$ cat src/rtl/mem_arbiter.sv
// Two-port arbiter in front of a single-port synchronous memory.
// Each access is grant -> ACCESS -> DONE (ack), so one transaction completes every three cycles.
module mem_arbiter #(
    parameter int ADDR_WIDTH     = 6,
    parameter int DATA_WIDTH     = 16,
    parameter int FIXED_PRIORITY = 0
) (
    input  logic                  clk,
    input  logic                  rst,
    input  logic                  req0,
    input  logic                  we0,
    input  logic [ADDR_WIDTH-1:0] addr0,
    input  logic [DATA_WIDTH-1:0] wdata0,
    output logic                  ack0,
    input  logic                  req1,
    input  logic                  we1,
    input  logic [ADDR_WIDTH-1:0] addr1,
    input  logic [DATA_WIDTH-1:0] wdata1,
    output logic                  ack1,
    output logic [DATA_WIDTH-1:0] rdata,
    output logic                  busy,
    output logic                  mem_we,
    output logic [ADDR_WIDTH-1:0] mem_addr,
    output logic [DATA_WIDTH-1:0] mem_data,
    input  logic [DATA_WIDTH-1:0] mem_out
);

    typedef enum logic [1:0] {
        IDLE   = 2'd0,
        ACCESS = 2'd1,
        DONE   = 2'd2
    } state_t;

    state_t                state_q, state_d;
    logic                  sel_q, sel_d;
    logic                  last_q, last_d;
    logic                  a_we_q, a_we_d;
    logic [ADDR_WIDTH-1:0] a_addr_q, a_addr_d;
    logic [DATA_WIDTH-1:0] a_wdata_q, a_wdata_d;
    logic                  win;
    logic [1:0]            ack_vec;

    // Contested grant: fixed mode favours port 0, round-robin favours the port not served last.
    always_comb begin
        win = req1;
        if (req0 && req1) begin
            win = (FIXED_PRIORITY != 0) ? 1'b0 : ~last_q;
        end
    end

    always_comb begin
        state_d   = state_q;
        sel_d     = sel_q;
        last_d    = last_q;
        a_we_d    = a_we_q;
        a_addr_d  = a_addr_q;
        a_wdata_d = a_wdata_q;
        case (state_q)
            IDLE: begin
                if (req0 || req1) begin
                    state_d   = ACCESS;
                    sel_d     = win;
                    a_we_d    = win ? we1    : we0;
                    a_addr_d  = win ? addr1  : addr0;
                    a_wdata_d = win ? wdata1 : wdata0;
                end
            end
            ACCESS: state_d = DONE;
            DONE: begin
                last_d  = sel_q;
                state_d = IDLE;
            end
            default: state_d = IDLE;
        endcase
    end

    always_ff @(posedge clk) begin
        if (rst) begin
            state_q   <= IDLE;
            sel_q     <= 1'b0;
            last_q    <= 1'b1;
            a_we_q    <= 1'b0;
            a_addr_q  <= '0;
            a_wdata_q <= '0;
        end else begin
            state_q   <= state_d;
            sel_q     <= sel_d;
            last_q    <= last_d;
            a_we_q    <= a_we_d;
            a_addr_q  <= a_addr_d;
            a_wdata_q <= a_wdata_d;
        end
    end

    // Gating with rst keeps an aborted transaction from writing or acking at the reset edge.
    for (genvar gi = 0; gi < 2; gi++) begin : g_ack
        assign ack_vec[gi] = (state_q == DONE) && (sel_q == gi[0]) && !rst;
    end

    assign ack0     = ack_vec[0];
    assign ack1     = ack_vec[1];
    assign busy     = (state_q != IDLE);
    assign mem_we   = (state_q == ACCESS) && a_we_q && !rst;
    assign mem_addr = a_addr_q;
    assign mem_data = a_wdata_q;
    assign rdata    = mem_out;

endmodule

$ cat config.mk
export PLATFORM = sky130hd
export DESIGN_NAME = mem_arbiter
export DESIGN_NICKNAME = d
export VERILOG_FILES = /design/src/rtl/mem_arbiter.sv
export SDC_FILE = /design/constraint.sdc
export NUM_CORES = 1
export LEC_CHECK = 0
export BUFFER_PORTS_ARGS = -buffer_cell sky130_fd_sc_hd__buf_2
export CAP_MARGIN = 25
export CORE_ASPECT_RATIO = 1.2
export CORE_MARGIN = 8
export CORE_UTILIZATION = 44
export CTS_BUF_LIST = sky130_fd_sc_hd__clkbuf_8
export CTS_CLUSTER_DIAMETER = 60
export DETAILED_ROUTE_END_ITERATION = 6
export GPL_ROUTABILITY_DRIVEN = 1
export PLACE_DENSITY_LB_ADDON = 0.08
export SYNTH_ARGS = -nofsm -noshare
export SYNTH_HDL_FRONTEND = slang
export SYNTH_SLANG_ARGS = --single-unit
$ cat constraint.sdc
create_clock -name clk -period 1.75 [get_ports clk]
set_input_delay 0.2625 -clock clk [delete_from_list [all_inputs] [get_ports clk]]
set_output_delay 0.2625 -clock clk [all_outputs]
set_load 0.02 [all_outputs]
-- Yosys cells after proc, flatten, opt, wreduce, memory -nomap -nowiden
Cells that the tools add are included.
- register bits after elaboration: 27
- bits of input ports: 66
- logic and storage cells: 29
- equal/unequal tests: 3
- muxes and demuxes: 6
- bitwise logic cells: 2
- reduce and logical (&&, ||, !) cells: 12
- operators by type and width (cell ; count):
    two-way mux 16 bit ; 1
    logical AND 1 bit ; 7
    two-way mux 6 bit ; 1
    one-hot mux 2 bit (2 select lines) ; 1
    == test 2 x 1 -> 1 bit (second input constant) ; 1
    == test 2 bit (second input constant) ; 1
    logical NOT 2 bit ; 1
    two-way mux 1 bit ; 2
    two-way mux 2 bit ; 1
    != test 2 bit (second input constant) ; 1
    NOT 1 bit ; 2
    AND reduction 2 bit ; 1
    nonzero test 2 bit ; 1
    logical NOT 1 bit ; 1
    logical OR 1 bit ; 1

-- Depth between registers and ports, before layout
Gate-level depths: netlist (run 1).
- depth in word-level cells: 3
- depth in mapped cells: 5
- mapped depth without buffers: 4

-- Least setup slack after synthesis (run 1)
OpenSTA, ideal clock, no wires.
- kind: input-to-output
- from: input port rst
- to: output port ack1
- arrival: 1.178 ns
- slack: 0.310 ns
- stages: 3
- buffers on the path: 2
- cell sequence: buf_2 buf_1 nor3b_1
- longest elaborated chain between the ends: 2
- ends and longest elaborated chain (item ; RTL line ; source):
    start: declaration ; 9 ; input logic rst,
    logical NOT 1 bit ; 97 ; assign ack_vec[gi] = (state_q == DONE) && (sel_q == gi[0]) && !rst;
    logical AND 1 bit ; 97 ;
    end: declaration ; 19 ; output logic ack1,
Every way passes these cells.

-- Worst setup path after layout (run 1)
- from: register state_q[0]
- to: output port mem_we
- longest elaborated chain between the ends: 3
- ends and longest elaborated chain (item ; RTL line ; source):
    start: declaration ; 34 ; state_t state_q, state_d;
    start signal: assignment ; 86 ; state_q <= state_d;
    == test 2 x 1 -> 1 bit ; 103 ; assign mem_we = (state_q == ACCESS) && a_we_q && !rst;
    logical AND 1 bit (2 in a row) ; 103 ;
    end: declaration ; 22 ; output logic mem_we,
Every way passes these cells.

==> impl_metrics.py, run 1 <==
metrics = {
    "status": {
        "status": "completed",
    },
    "drt": {
        "drcViolationCount": 0,
        "routed_wl_um": 4030,
        "vias": 1377,
        "drt-initial-drc-count": 85,
        "viasPerCell": 5.40,
        "ant_nets": 0,
        "wire_per_inst_um": 15.8,
        "firstDrtPassIters": 4,
    },
    "cts": {
        "clock-sinks": 27,
        "clk_path_buf_depth": 2,
        "cts_made_buffers": 3,
        "cts_tree": "yes",
        "hold_buffers": 0,
        "clk_transition_reported_paths_ns": 0.09,
        "post_cts_resized": 0,
        "htreeDepth": 1,
        "root_buffer": "clkbuf_8",
        "post_cts_buffers": 0,
        "worstSkewPairLatency_ns": 0.27,
    },
    "synth": {
        "async_reset_ff_share_pct": 0,
        "synth_nets": 233,
        "yosysSeqAreaShare_pct": 39.0,
        "yosysWarnings": 0,
        "ys_ff_latch": 27,
        "synth_edf_count": 0,
        "synthFlopType": "dfxtp_1",
        "synthTopCellsByCount": "nand2_1, dfxtp_1, a21oi_1",
        "yosysMostFrequentCell": "nand2_1",
        "synth_top_area_cell": "dfxtp_1",
        "syn_inst": 167,
        "netlist_area_sq_um": 1390,
        "yosys.area.top_type_share_pct": 39.0,
        "synth_area_per_cell_sq_um": 8.31,
        "synth.area.top_cells": "dfxtp_1, a311oi_1, nand2_1, buf_4, a21oi_1",
        "synth_cell_types": 24,
    },
    "sta": {
        "min_period_ns": 1.54,
        "final_max_slew_viol_count": 0,
        "worst_pin_slew_ns": 0.847,
        "relSlewSlack_pct": 43.5,
        "hold_violations": 0,
        "final-setup-viol-count": 0,
        "fin_crit_sh_pct": 87.7,
        "setup_ws_ns": 0.215,
        "max_clock_freq_ghz": 0.651,
        "fin_skew_ns": 0.00458,
        "rsz0062_at_grt": "false",
        "tns_ns": 0,
    },
    "worst_setup_path": {
        "arrival_ns": 1.27,
        "path_max_fanout": 3,
        "start_kind": "flop",
        "cp.required_ns": 1.49,
        "worstSetupEndpointType": "output port",
        "path_class": "flop to output port",
    },
    "global_route": {
        "grt_pass1_vias": 1495,
        "grt_max_degree": 26,
        "grt_overflow": 0,
        "antenna_found_initial": 0,
        "grt_pass1_wl_um": 6620,
        "grt_usage_pct": 15.2,
    },
    "flow_run": {
        "cap_viol_max_count": 0,
    },
    "floorplanning": {
        "ioPinCount": 108,
        "die_w_um": 67.3,
        "die-area_sq_um": 5210,
        "die_h_um": 77.5,
        "initial_core_util_pct": 45.8,
        "core_sq_um": 3030,
        "num_rows": 22,
    },
    "layout": {
        "postLayoutCoreUtil_pct": 55.0,
        "final_cells": 255,
        "finalNetCount": 286,
        "area_growth_pct": 19.9,
        "drive_gt1_share_pct": 40.2,
        "antennaDiodeCount": 0,
    },
    "power": {
        "leakage_nw": 0.800,
        "p_total_mw": 1.50,
        "p_per_area_nw_per_um2": 902,
        "vdd_ir_drop_max_uv": 475,
    },
    "placed_design": {
        "dp_cells": 251,
        "hpwl_um": 2900,
        "port_buffers": 75,
        "routabilityCongestion": 0.782,
        "place_worst_setup_slack_ns": 0.0741,
    },
    "min_path": {
        "hold_class": "input port to flop",
    },
}
[cells by family (layout without fill, tap and decap cells)]
| kind of cell | count (synthesis) | count (layout) | share of synthesized area, % |
|---|---|---|---|
| AOI/OAI and AO/OA | 50 | 50 | 26.5 |
| buffers and inverters | 31 | 83 | 15.9 |
| DFF | 27 | 27 | 39.0 |
| muxes | 1 | 1 | 0.721 |
| and+or+nand+nor | 58 | 58 | 17.9 |
[path summary, 6_finish.rpt]
path                             startpoint           end  slack [ns]  depth (start not counted)
worst min-delay path                    rst    state_q[1]        0.23                          2
worst max-delay path             state_q[0]        mem_we        0.21                          3
worst min register to register  mem_addr[3]   mem_addr[3]        0.52                          2
worst max register to register       last_q  mem_data[14]        0.39                          3
[area by class of cell]
type	count	area, sq um
clock buffers	3	41.3
clock inverters	1	3.75
fillers	308	1360
inverters	1	3.75
multi-input cells	109	632
flip-flops and latches	27	541
well taps	36	45.0
repair buffers	78	398
[per-stage QoR]
stage	cell area [sq um]	hold WS (ns)
2_1_floorplan	1390	0.346
3_3_place_gp	1610	0.500
3_5_place_dp	1610	0.510
4_1_cts	1660	0.231
5_1_grt	1660	0.233
6_report	1660	0.233
[cell usage in the layout, fill, tap and decap left out]
cell       n
nor2_1     1
o21ai_0    1
mux2i_1    1
nand2_1   46
nand3_1    1
buf_4      3
a311oi_1  21
a21oi_1   24
nor3b_1    2
a21bo_2    1
nand2b_1   2
nor3_1     2
inv_2      1
a311oi_2   2
or2_1      1
and2_1     1
nor2_4     2
a21boi_4   1
clkbuf_8   3
buf_2     75
inv_1      1
dfxtp_1   27
[power breakdown]
part           total, mW  switching (mW)  internal [mW]
sequential         0.719          0.0366          0.683
combinational      0.432           0.264          0.168
clock              0.349           0.192          0.157
total               1.50           0.492           1.01
[critical path: stages (launching register included)]
cell and delay [ns]:
dfxtp_1 0.40, nor3b_1 0.25, and2_1 0.18, buf_2 0.17
[routing by layer]
| layer | up-vias | share of wire [%] | GRT usage (%) |
|---|---|---|---|
| li1 | 681 | - | - |
| met3 | 5 | 11 | 5.75 |
| met5 | - | 0 | 0 |
| met2 | 82 | 46 | 24.7 |
| met1 | 609 | 42 | 18.3 |
| met4 | 0 | 0.72 | 3.35 |
[sequential cells by signal, indices dropped and copies added (netlist names)]
| register | flops |
|---|---|
| mem_addr | 6 |
| mem_data | 16 |
| a_we_q | 1 |
| sel_q | 1 |
| state_q | 2 |
| last_q | 1 |
Note: power is estimated with default switching activity, not from simulation.
==> inputs of run 2 (changes only) <==
--- a/config.mk
+++ b/config.mk
@@ -5,11 +5,12 @@
 export SDC_FILE = /design/constraint.sdc
 export NUM_CORES = 1
 export LEC_CHECK = 0
+export ABC_AREA = 1
 export BUFFER_PORTS_ARGS = -buffer_cell sky130_fd_sc_hd__buf_2
 export CAP_MARGIN = 25
 export CORE_ASPECT_RATIO = 1.2
 export CORE_MARGIN = 8
-export CORE_UTILIZATION = 44
+export CORE_UTILIZATION = 48
 export CTS_BUF_LIST = sky130_fd_sc_hd__clkbuf_8
 export CTS_CLUSTER_DIAMETER = 60
 export DETAILED_ROUTE_END_ITERATION = 6
==> run 2 against run 1 <==
  * Die area grew 13%
  * First-iteration DRC count grew 34%
  * Non-clock buffer count grew 3
  * Wire length grew 2.8%
  * Core utilization grew 0.94 points
  * Power grew 7.4%
  * Via count grew 19%
  * Synthesized cell count grew 60%
  * Maximum frequency grew 3.6%
  * Area after synthesis grew 28%
  * Sequential cell count is the same
  * Worst hold slack lost 0.022 ns
  * Largest cell class unchanged
  * Largest power group unchanged
  * Highest routed layer unchanged
==> impl_metrics.py, run 2 <==
metrics = {
    "global_route": {
        "grt_pass1_wl_um": 6670,
        "grt_usage_pct": 14.1,
        "grt_max_degree": 27,
        "antenna_found_initial": 0,
        "grt_pass1_vias": 1566,
        "grt_overflow": 0,
    },
    "worst_setup_path": {
        "reg2reg_slack_ns": 0.50,
        "path_class": "flop to output port",
        "start_kind": "flop",
        "arrival_ns": 1.22,
        "cp.required_ns": 1.49,
        "critPathTopFamily": "flip-flops",
        "worst-path-buf-inv": 3,
        "r2r_start": "state_q[1]",
        "crit_start": "state_q[1]",
        "r2r_cells": 6,
        "worstPathCellList": "inv_2, nor2_1, inv_1, nor3_1, buf_2",
        "crit_slowest_cell": "dfxtp_1",
        "slowest_delay_ns": 0.39,
        "reg2reg_to": "mem_data[15]",
        "path_max_fanout": 4,
        "worstSetupEndpointType": "output port",
    },
    "synth": {
        "yosysSeqAreaShare_pct": 30.4,
        "async_reset_ff_share_pct": 0,
        "synth_cell_types": 21,
        "synth_top_area_cell": "dfxtp_1",
        "syn_inst": 268,
        "yosysMostFrequentCell": "nand2_1",
        "ys_ff_latch": 27,
        "yosysWarnings": 0,
        "yosys.area.top_type_share_pct": 30.4,
        "synth_edf_count": 0,
        "synth.area.top_cells": "dfxtp_1, nand2_1, nor2_1, nand3_1, buf_4",
        "synthTopCellsByCount": "nand2_1, nor2_1, dfxtp_1",
        "netlist_area_sq_um": 1780,
        "synthFlopType": "dfxtp_1",
        "synth_nets": 334,
        "synth_area_per_cell_sq_um": 6.62,
    },
    "layout": {
        "seq_area_sq_um": 541,
        "largest_register_ffs": 16,
        "drive_gt1_share_pct": 29.9,
        "area_growth_pct": 13.5,
        "nFillCells": 396,
        "finalNetCount": 388,
        "layout_common_cells": "nand2_1, buf_2, nor2_1",
        "antennaDiodeCount": 0,
        "multi_input_area_sq_um": 842,
    },
    "cts": {
        "clock-sinks": 27,
        "cts_tree": "yes",
        "worstSkewPairLatency_ns": 0.28,
        "root_buffer": "clkbuf_8",
        "htreeDepth": 1,
        "cts_made_buffers": 3,
        "clk_transition_reported_paths_ns": 0.09,
        "hold_buffers": 0,
        "clk_path_buf_depth": 2,
        "post_cts_resized": 0,
        "post_cts_buffers": 0,
    },
    "drt": {
        "drt-initial-drc-count": 114,
        "routed_wl_um": 4150,
        "vias": 1642,
        "firstDrtPassIters": 4,
        "drcViolationCount": 0,
        "wire_per_inst_um": 11.5,
        "viasPerCell": 4.56,
        "ant_nets": 0,
    },
    "power": {
        "intPower_mw": 1.05,
        "leakage_nw": 1.12,
        "switching_share_pct": 35.0,
        "power_frac_seq_pct": 44.5,
        "p_per_area_nw_per_um2": 800,
        "p_total_mw": 1.61,
        "p_clk_share_pct": 22.5,
        "netSwitchingPower_mw": 0.564,
        "vdd_ir_drop_max_uv": 308,
        "pwr-share-comb_pct": 33.0,
    },
    "sta": {
        "hold_violations": 0,
        "final_max_slew_viol_count": 0,
        "relSlewSlack_pct": 67.0,
        "fin_skew_ns": 0.00300,
        "tns_ns": 0,
        "fin_crit_sh_pct": 84.7,
        "final-setup-viol-count": 0,
        "min_period_ns": 1.48,
        "max_clock_freq_ghz": 0.675,
        "rsz0062_at_grt": "false",
        "worst_pin_slew_ns": 0.494,
    },
    "flow_run": {
        "cap_viol_max_count": 0,
    },
    "floorplanning": {
        "num_rows": 24,
        "initial_core_util_pct": 49.3,
        "die-area_sq_um": 5910,
        "die_w_um": 71.5,
        "ioPinCount": 108,
        "core_sq_um": 3600,
        "die_h_um": 82.6,
    },
    "min_path": {
        "hold_end": "state_q[0]",
        "hold_class": "input port to flop",
        "hold_path_depth": 2,
        "min-delay-start": "rst",
    },
    "status": {
        "status": "completed",
    },
    "placed_design": {
        "routabilityCongestion": 0.740,
        "port_buffers": 75,
        "hpwl_um": 3100,
    },
}
-- run 2: cell types whose count changed after synthesis, moves of 11 or more --
cell	change
a311oi_1	-21
inv_1	+25
a21boi_0	+11
nand2_1	+29
nand3_1	+23
nor2_1	+52
a21oi_1	-24
-- run 2: power groups by stage --
| stage | clock (mW) | combinational, mW | sequential [mW] |
|---|---|---|---|
| 6_report | 0.363 | 0.531 | 0.717 |
| 5_1_grt | 0.400 | 0.605 | 0.726 |
| 4_1_cts | 0.373 | 0.540 | 0.717 |
| 3_5_place_dp | 0 | 0.538 | 0.731 |
| 3_3_place_gp | 0 | 0.535 | 0.731 |
| 2_1_floorplan | 0 | 0.383 | 0.803 |
-- run 2: worst register-to-register path: stages (launching register included) --
cell     delay, ns
dfxtp_1       0.35
inv_2         0.06
nand2_1       0.09
nor2_4        0.41
nand2_1       0.10
nor2_1        0.11
nor2_1        0.05
-- run 2: how the worst max path moves through the flow --
| stage | end | slack [ns] | depth (start not counted) |
|---|---|---|---|
| 2_1_floorplan | mem_we | 0.42 | 2 |
| 3_3_place_gp | mem_data[7] | 0.45 | 6 |
| 3_5_place_dp | mem_data[15] | 0.44 | 6 |
| 4_1_cts | ack0 | 0.27 | 5 |
| 5_1_grt | ack0 | 0.09 | 5 |
| 6_report | ack0 | 0.27 | 5 |
-- run 2: metal layers --
metal  wire [um]  global-route usage (%)  vias to the layer above
met2        2100                    26.3                       43
met1        1740                    14.5                      690
li1            -                       -                      905
met5           0                       0                        -
met3         265                    3.62                        4
met4          41                    6.75                        0
-- run 2: kinds of logic (layout without fill, tap and decap cells) --
logic type	count (synthesis)	in the layout	share of synthesized area [%]
AOI/OAI and AO/OA	24	24	11.7
and+or+nand+nor	157	157	35.7
buffers and inverters	60	113	22.1
DFF	27	27	30.4
-- run 2: per-stage QoR --
| step | setup slack, ns | instances | hold slack, ns | util, % | cell area, sq um |
|---|---|---|---|---|---|
| after floorplan | 0.421 | 268 | 0.335 | - | 1780 |
| after global placement | 0.447 | 356 | 0.449 | 54.7 | 1970 |
| after detailed placement | 0.443 | 356 | 0.449 | 54.7 | 1970 |
| after CTS | 0.267 | 360 | 0.210 | 55.9 | 2010 |
| after global routing | 0.0877 | 360 | 0.227 | 55.9 | 2010 |
| final | 0.267 | 360 | 0.211 | 55.9 | 2010 |
-- run 2: area by class of cell --
type	count	share of cell area, %
timing repair buffer	81	21.5
tap	39	2.42
clock inverter	1	0.186
sequential	27	26.8
multi-input combinational	181	41.8
clock buffer	3	2.05
inverter	28	5.22
==> inputs of run 3 (changes only) <==
--- a/config.mk
+++ b/config.mk
@@ -10,7 +10,7 @@
 export CAP_MARGIN = 25
 export CORE_ASPECT_RATIO = 1.2
 export CORE_MARGIN = 8
-export CORE_UTILIZATION = 48
+export CORE_UTILIZATION = 40
 export CTS_BUF_LIST = sky130_fd_sc_hd__clkbuf_8
 export CTS_CLUSTER_DIAMETER = 60
 export DETAILED_ROUTE_END_ITERATION = 6
==> constraint.sdc (replaced) <==
create_clock -name clk -period 1.23 [get_ports clk]
set_input_delay 0.1845 -clock clk [delete_from_list [all_inputs] [get_ports clk]]
set_output_delay 0.1845 -clock clk [all_outputs]
set_load 0.02 [all_outputs]
==> run 3 against run 2 <==
  * The flow now finishes with violations (setup timing)
  * Worst hold slack worse by 0.013 ns
  * Critical endpoint is now mem_data[0]
  * Die area is 16% higher
  * First-iteration DRC count down 63%
  * Core utilization shrank 3.2 points
  * Clock power increased by 43%
  * Final area up 11%
  * Non-clock buffer count increased by 11
  * Setup slack lost 0.33 ns
  * Critical path type is now flop to flop
==> impl_metrics.py, run 3 (synthesized netlist as in run 2, its figures left out) <==
metrics = {
    "floorplanning": {
        "die-area_sq_um": 6840,
        "die_h_um": 89.0,
        "ioPinCount": 108,
        "initial_core_util_pct": 41.7,
        "num_rows": 26,
        "core_sq_um": 4260,
        "die_w_um": 76.8,
    },
    "sta": {
        "hold_violations": 0,
        "min_period_ns": 1.29,
        "max_clock_freq_ghz": 0.775,
        "rsz0062_at_grt": "true",
        "setup_ws_ns": -0.0604,
        "fin_crit_sh_pct": 105,
        "worst_pin_slew_ns": 0.442,
        "final_max_slew_viol_count": 0,
        "relSlewSlack_pct": 70.5,
        "fin_skew_ns": 0.00466,
        "final-setup-viol-count": 16,
        "tns_ns": -0.618,
    },
    "worst_setup_path": {
        "path_max_fanout": 7,
        "path_class": "flop to flop",
        "arrival_ns": 1.47,
        "worstPathCellList": "inv_4, buf_4, nand2_4, nor2_4, buf_6, buf_8, nand2_1, nor2_1, nor2_1",
        "slowest_delay_ns": 0.37,
        "crit_slowest_cell": "dfxtp_4",
        "cp.required_ns": 1.41,
        "critPathTopFamily": "buffers and inverters",
        "worstSetupEndpointType": "flop",
        "start_kind": "flop",
        "crit_top_cell": "nor2_1",
        "worst-path-buf-inv": 4,
    },
    "drt": {
        "vias": 1691,
        "viasPerCell": 4.36,
        "firstDrtPassIters": 4,
        "ant_nets": 0,
        "wire_per_inst_um": 11.8,
        "drt-initial-drc-count": 42,
        "routed_wl_um": 4580,
        "drcViolationCount": 0,
    },
    "cts": {
        "clk_path_buf_depth": 2,
        "hold_buffers": 0,
        "clock-sinks": 27,
        "clk_transition_reported_paths_ns": 0.09,
        "worstSkewPairLatency_ns": 0.27,
        "cts_made_buffers": 3,
        "cts_tree": "yes",
        "htreeDepth": 1,
        "root_buffer": "clkbuf_8",
    },
    "flow_run": {
        "cap_viol_max_count": 0,
    },
    "global_route": {
        "antenna_found_initial": 0,
        "grt_max_degree": 28,
        "grt_usage_pct": 13.3,
        "grt_pass1_vias": 1691,
        "grt_overflow": 0,
        "grt_pass1_wl_um": 7640,
    },
    "layout": {
        "largest_register_ffs": 16,
        "finalNetCount": 399,
        "antennaDiodeCount": 0,
        "layout_common_cells": "buf_2, nand2_1, nor2_1",
        "drive_gt1_share_pct": 37.7,
        "nFillCells": 448,
        "final_common_cell": "buf_2",
        "area_growth_pct": 26.5,
        "final_cells": 388,
    },
    "power": {
        "p_per_area_nw_per_um2": 1080,
        "leakage_nw": 1.19,
        "vdd_ir_drop_max_uv": 518,
        "intPower_mw": 1.58,
        "switching_share_pct": 35.0,
        "netSwitchingPower_mw": 0.850,
        "pwr-share-comb_pct": 36.5,
        "p_clk_share_pct": 21.4,
        "power_frac_seq_pct": 42.1,
    },
    "placed_design": {
        "place_worst_setup_slack_ns": 0.112,
        "dp_cells": 375,
        "port_buffers": 75,
        "hpwl_um": 3250,
        "routabilityCongestion": 0.742,
    },
    "status": {
        "failed_checks": "setup timing",
        "status": "complete, but fails checks",
    },
    "min_path": {
        "hold_class": "input port to flop",
    },
}
run 3: cell types whose count changed in the layout (fill, tap and decap cells not counted), moves of 2 or more:
cell     change
inv_1        -2
dfxtp_1      -2
nor2_2       +5
nand2_1      -6
buf_6        +5
nand2_2      +5
buf_4        +8
buf_2        -4
dfxtp_4      +2
nor2_1       -6
run 3: worst paths after layout:
check,slack (ns),depth (start not counted),start,to
worst min register to register,0.51,2,last_q,last_q
worst max register to register,-0.06,9,state_q[1],mem_data[0]
worst min-delay path,0.20,2,rst,state_q[0]
worst max-delay path,-0.06,9,state_q[1],mem_data[0]
run 3: per-stage QoR:
step | util, % | cell area (sq um) | power (mW) | hold slack (ns)
floorplan | - | 1780 | 1.69 | 0.257
global placement | 47.2 | 2010 | 1.82 | 0.369
detailed placement | 47.2 | 2010 | 1.83 | 0.369
CTS | 49.9 | 2120 | 2.38 | 0.165
global route | 52.7 | 2250 | 2.62 | 0.196
finish | 52.7 | 2250 | 2.43 | 0.198
run 3: worst reg2reg max path: stages (launching register included):
cell and delay, ns:
dfxtp_4 0.37, inv_4 0.07, buf_4 0.11, nand2_4 0.06, nor2_4 0.15, buf_6 0.12, buf_8 0.12, nand2_1 0.05
nor2_1 0.10, nor2_1 0.05
run 3: metal layers:
metal  GRT usage (%)  wire length (um)  part of all wire (%)
met1            15.4              2150                    47
met2            22.9              2040                    45
met3            4.63               362                   7.9
met4            3.68                25                  0.55
met5               0                 0                     0
run 3: layout make-up:
cell class              instances  area [sq um]  share of cell area (%)
inverters                      28           108                    4.79
repair buffers                 92           569                    25.3
clock inverters                 1          7.51                   0.334
clock buffers                   3          41.3                    1.84
well taps                      56          70.1                    3.12
multi-input cells             181           902                    40.2
flip-flops and latches         27           548                    24.4
run 3: what timing repair did:
item / CTS / global route
gates resized for setup: 8 / 25
pin swaps: 1 / 8
gates cloned: 0 / 1
endpoints found under the setup margin: 4 / 20
setup buffers: 6 / 2
run 3: power groups by stage:
stage	sequential [mW]	clock [mW]	combinational [mW]
2_1_floorplan	1.14	0	0.546
3_3_place_gp	1.04	0	0.787
3_5_place_dp	1.04	0	0.789
4_1_cts	1.02	0.549	0.810
5_1_grt	1.03	0.589	1.00
6_report	1.02	0.518	0.885
